==> config.mk <==
export PLATFORM = sky130hd
export DESIGN_NAME = reg_busy_ctrl
export DESIGN_NICKNAME = d
export VERILOG_FILES = /design/src/rtl/reg_busy_ctrl.sv
export SDC_FILE = /design/constraint.sdc
export NUM_CORES = 1
export LEC_CHECK = 0
export BUFFER_PORTS_ARGS = -buffer_cell sky130_fd_sc_hd__buf_2
export CORE_AREA = 2 2 120 122
export CTS_BUF_LIST = sky130_fd_sc_hd__clkbuf_8
export CTS_CLUSTER_DIAMETER = 40
export DETAILED_ROUTE_END_ITERATION = 10
export DIE_AREA = 0 0 122 124
export SLEW_MARGIN = 25
export SYNTH_ARGS = -nofsm -noshare
export SYNTH_HDL_FRONTEND = slang
export SYNTH_SLANG_ARGS = --single-unit
==> constraint.sdc <==
create_clock -name clk -period 3.3 [get_ports clk]
set_input_delay 0.66 -clock clk [delete_from_list [all_inputs] [get_ports clk]]
set_output_delay 0.66 -clock clk [all_outputs]
set_load 0.02 [all_outputs]
==> src/rtl/reg_busy_ctrl.sv <==
// reg_busy_ctrl: tracks in-flight multiply/divide destination registers.
// An in-order tag FIFO records outstanding writes, a busy vector blocks
// RAW/WAW hazards at decode, and one-cycle set/reset strobes drive the
// downstream per-register SR latch array.
module reg_busy_ctrl #(
  parameter int NREG  = 32,
  parameter int TAGW  = 5,
  parameter int DEPTH = 4
) (
  input  logic                       clk,
  input  logic                       reset_n,
  input  logic                       issue_valid,
  input  logic [TAGW-1:0]            issue_rd,
  output logic                       issue_ready,
  input  logic                       done,
  output logic [TAGW-1:0]            done_rd,
  input  logic [TAGW-1:0]            src_a,
  input  logic [TAGW-1:0]            src_b,
  output logic                       stall,
  output logic [NREG-1:0]            busy,
  output logic [NREG-1:0]            set_vec,
  output logic [NREG-1:0]            rst_vec,
  output logic [$clog2(DEPTH):0]     count,
  output logic                       err
);

  localparam int PW = $clog2(DEPTH);
  localparam int CW = PW + 1;

  logic [TAGW-1:0] fifo_mem [DEPTH];
  logic [PW-1:0]   wr_ptr_reg;
  logic [PW-1:0]   rd_ptr_reg;
  logic [CW-1:0]   count_reg;
  logic [NREG-1:0] busy_reg;
  logic [NREG-1:0] set_vec_reg;
  logic [NREG-1:0] rst_vec_reg;
  logic            err_reg;

  logic            fifo_full;
  logic            fifo_empty;
  logic            rd_busy;
  logic            accept;
  logic            pop;
  logic [TAGW-1:0] head;

  // Hazard, handshake and head decode; all purely combinational on registered state
  always_comb begin
    fifo_full   = (count_reg >= CW'(DEPTH));
    fifo_empty  = (count_reg == '0);
    rd_busy     = (issue_rd != '0) && busy_reg[issue_rd];
    issue_ready = !fifo_full && !rd_busy;
    accept      = issue_valid && issue_ready;
    pop         = done && !fifo_empty;
    head        = fifo_mem[rd_ptr_reg];
    done_rd     = fifo_empty ? '0 : head;
    stall       = ((src_a != '0) && busy_reg[src_a]) ||
                  ((src_b != '0) && busy_reg[src_b]) ||
                  (issue_valid && !issue_ready);
  end

  // Tag storage needs no reset: it is only observed while count is nonzero
  always_ff @(posedge clk) begin
    if (accept) begin
      fifo_mem[wr_ptr_reg] <= issue_rd;
    end
  end

  // FIFO pointers, occupancy and the sticky underflow flag
  always_ff @(posedge clk or negedge reset_n) begin
    if (!reset_n) begin
      wr_ptr_reg <= '0;
      rd_ptr_reg <= '0;
      count_reg  <= '0;
      err_reg    <= 1'b0;
    end else begin
      if (accept) begin
        wr_ptr_reg <= wr_ptr_reg + 1'b1;
      end
      if (pop) begin
        rd_ptr_reg <= rd_ptr_reg + 1'b1;
      end
      case ({accept, pop})
        2'b10:   count_reg <= count_reg + 1'b1;
        2'b01:   count_reg <= count_reg - 1'b1;
        default: count_reg <= count_reg;
      endcase
      if (done && fifo_empty) begin
        err_reg <= 1'b1;
      end
    end
  end

  // Per-register busy bit and strobes; register 0 is hardwired idle
  genvar gi;
  generate
    for (gi = 0; gi < NREG; gi++) begin : g_reg
      if (gi == 0) begin : g_zero
        always_comb begin
          busy_reg[gi]    = 1'b0;
          set_vec_reg[gi] = 1'b0;
          rst_vec_reg[gi] = 1'b0;
        end
      end else begin : g_live
        logic hit_set;
        logic hit_clr;
        assign hit_set = accept && (issue_rd == TAGW'(gi));
        assign hit_clr = pop && (head == TAGW'(gi));
        // Set on issue, clear on completion; strobes last exactly one cycle
        always_ff @(posedge clk or negedge reset_n) begin
          if (!reset_n) begin
            busy_reg[gi]    <= 1'b0;
            set_vec_reg[gi] <= 1'b0;
            rst_vec_reg[gi] <= 1'b0;
          end else begin
            set_vec_reg[gi] <= hit_set;
            rst_vec_reg[gi] <= hit_clr;
            if (hit_set) begin
              busy_reg[gi] <= 1'b1;
            end else if (hit_clr) begin
              busy_reg[gi] <= 1'b0;
            end
          end
        end
      end
    end
  endgenerate

  assign busy    = busy_reg;
  assign set_vec = set_vec_reg;
  assign rst_vec = rst_vec_reg;
  assign count   = count_reg;
  assign err     = err_reg;

endmodule

==> results.json <==
{
  "synth_ff_type": "dfrtp_1",
  "placed_area_sq_mm": 0.00617,
  "wirelength_microns": 15400,
  "grt_pass1_wl_microns": 23400,
  "num_antenna_cells": 0,
  "final_area_sq_mm": 0.00652,
  "ctsLongestPathBuffers": 2,
  "status": "complete, no violations",
  "slowest_stage": "dfrtp_1",
  "crit_family": "compound AO/OA/AOI/OAI gates",
  "rsz0062_at_grt": "no",
  "dr_wl_met3_microns": 1230,
  "drcViolationCount": 0,
  "ys_warn_count": 0,
  "root_buffer": "clkbuf_8",
  "intPower_w": 0.00300,
  "synth_common_cells": "101 x dfrtp_1, 42 x nor2_1, 35 x nor3_1",
  "syn_avg_cell_area_sq_um": 12.1,
  "start_util_pct": 39.3,
  "crit_fanout": 5,
  "fp.coreArea_sq_mm": 0.0137,
  "criticalPathCategory": "reg2out",
  "drive_gt1_share_pct": 34.1,
  "postCtsSetupRepairBufs": 0,
  "ys_seq_area_share_pct": 58.0,
  "ys_seq_elements": 121,
  "area_delta_synth_final_pct": 20.9,
  "floorplan.die_area_sq_mm": 0.0151,
  "path_clk_slew_ps": 70,
  "ant_nets": 0,
  "cp.required_ps": 2640,
  "synth_area_sq_mm": 0.00540,
  "synthCells": 447,
  "critPathLaunchType": "flop",
  "met1_length_microns": 6630,
  "reg2reg_depth": 9,
  "max_slew.worst_pin.slew_ps": 842,
  "die_y_microns": 124,
  "path_cells": "mux2_2 -> a311o_1 -> a211oi_4 -> nand2_4 -> a2111o_1 -> buf_2",
  "fp-row-count": 43,
  "power.share.clock_pct": 21.8,
  "clock_sink_count": 121,
  "hold_class": "in2async",
  "yosysTopAreaCell": "dfrtp_1",
  "grtUsageTotal_pct": 21.1,
  "slew_headroom_pct": 43.8,
  "power_switching_share_pct": 42.6,
  "ir_worst_vdd_mv": 0.264,
  "via_per_inst": 5.49,
  "clk_latency_ps": 440,
  "cp-end-kind": "output pin",
  "drt-initial-drc-count": 357,
  "nets": 596,
  "dp_hpwl_microns": 10700,
  "crit_arrival_ps": 2550,
  "r2r_start": "busy[1]$_DFFE_PN0P_",
  "comb_power_share_pct": 37.7,
  "place_congestion": 0.902,
  "io_buffers": 122,
  "powerDensity_mw_per_mm2": 802,
  "wl_per_cell_microns": 20.2,
  "ys_types": 46,
  "netlist_top_cells_area": "dfrtp_1 47%, edfxtp_1 11%, mux4_2 6.7%, o31ai_1 4.3%, mux2i_1 3.7%",
  "setup_viol": 0,
  "wl_met2_microns": 7200,
  "fin_ws_ps": 88.8,
  "max_clock_freq_mhz": 311,
  "ios": 126,
  "async_flop_share_pct": 83.5,
  "dp_slack_ps": -54.2,
  "slew_viol_final": 0,
  "cts_made_buffers": 17,
  "reg2reg_to": "count[1]$_DFFE_PN0P_",
  "grt_pass1_vias": 3964,
  "finalCriticalPeriod_ps": 3210,
  "cts_tree": "done",
  "power_frac_seq_pct": 40.5,
  "worst_clock_skew_ps": 12.2,
  "antenna_found_initial": 0,
  "synth_most_common_cell": "dfrtp_1",
  "drv_cap": 0,
  "leakagePower_nw": 3.10,
  "drtPass1Iterations": 5,
  "switching_power_w": 0.00223,
  "hold_viol": 0,
  "slowest_delay_ps": 470,
  "num_vias": 4190,
  "overflow": 0,
  "critPathBufInv": 1,
  "grt_max_degree": 48,
  "netlist.area_leader.share_pct": 46.8,
  "post-route-period-util_pct": 97.3,
  "synth_edf_count": 20,
  "rrSetupSlack_ps": 650,
  "die_x_microns": 122,
  "htreeDepth": 4,
  "dr.max_layer_used": "met4"
}
## through the flow
stage               power, W  TNS [ps]  util [%]  hold slack (ps)  std cells
finish               0.00523         0      47.5              210        763
global route         0.00554         0      47.5              243        763
CTS                  0.00525         0      47.4              205        763
detailed placement   0.00411     -54.2      45.0              448        732
global placement     0.00407         0      45.0              445        732
floorplan            0.00338         0         -              364        449
## power by group through the flow
stage / registers (W) / logic, W / clock network (W)
after floorplan: 0.00224 / 0.00114 / 0
after global placement: 0.00213 / 0.00193 / 0
after detailed placement: 0.00214 / 0.00197 / 0
after CTS: 0.00211 / 0.00198 / 0.00116
after global routing: 0.00215 / 0.00216 / 0.00123
final: 0.00212 / 0.00197 / 0.00114
## cell type report
type,instances,area [sq um]
Tap cell,180,225
Fill cell,1233,7200
Multi-Input combinational cell,282,2050
Inverter,11,41.3
Sequential cell,121,3130
Clock inverter,14,101
Clock buffer,17,234
Timing Repair Buffer,138,739
## layout by cell type, fill, tap and decap left out, drive strengths merged, types with 3 or more instances in the layout
master and n:
xnor2 4, inv 14, clkbuf 17, buf 138
and3 5, a31oi 3, o21ai 32, o31ai 31
ha 5, mux4 16, mux2i 20, edfxtp 20
mux2 7, nor3 35, a2111oi 3, nand3 5
nor2b 11, dfrtp 101, a211oi 5, conb 3
nand2b 6, clkinv 10, nor2 42, nand2 21
nand3b 5
## logic make-up after synthesis
kind of cell    after synthesis  synth area share, %
simple gates                139                 12.6
flops                       121                 58.0
compound gates               85                 10.7
buf+inv                      46                 4.29
mux                          43                 11.9
fa+ha+maj                     6                 1.53
xor+xnor                      6                0.974
other cells                   1               0.0695
## per-layer routing
layer	up-vias	GRT usage, %
li1	1868	-
met3	28	4.30
met5	-	0
met4	0	8.76
met1	2100	29.1
met2	194	32.5
## what timing repair did
item                       CTS  global route
resized for setup            1             5
pin swaps                    0             1
setup endpoints to repair    1             1
hold buffers                 0             0
## how the worst max path moves through the flow
stage | from | endpoint | depth (start not counted)
6_report | busy[1]$_DFFE_PN0P_ | stall | 6
5_1_grt | busy[30]$_DFFE_PN0P_ | stall | 7
4_1_cts | busy[30]$_DFFE_PN0P_ | stall | 7
3_5_place_dp | issue_rd[1] | stall | 7
3_3_place_gp | issue_rd[1] | stall | 7
2_1_floorplan | issue_rd[1] | stall | 8
No activity file was read; power rests on OpenSTA's default activity.
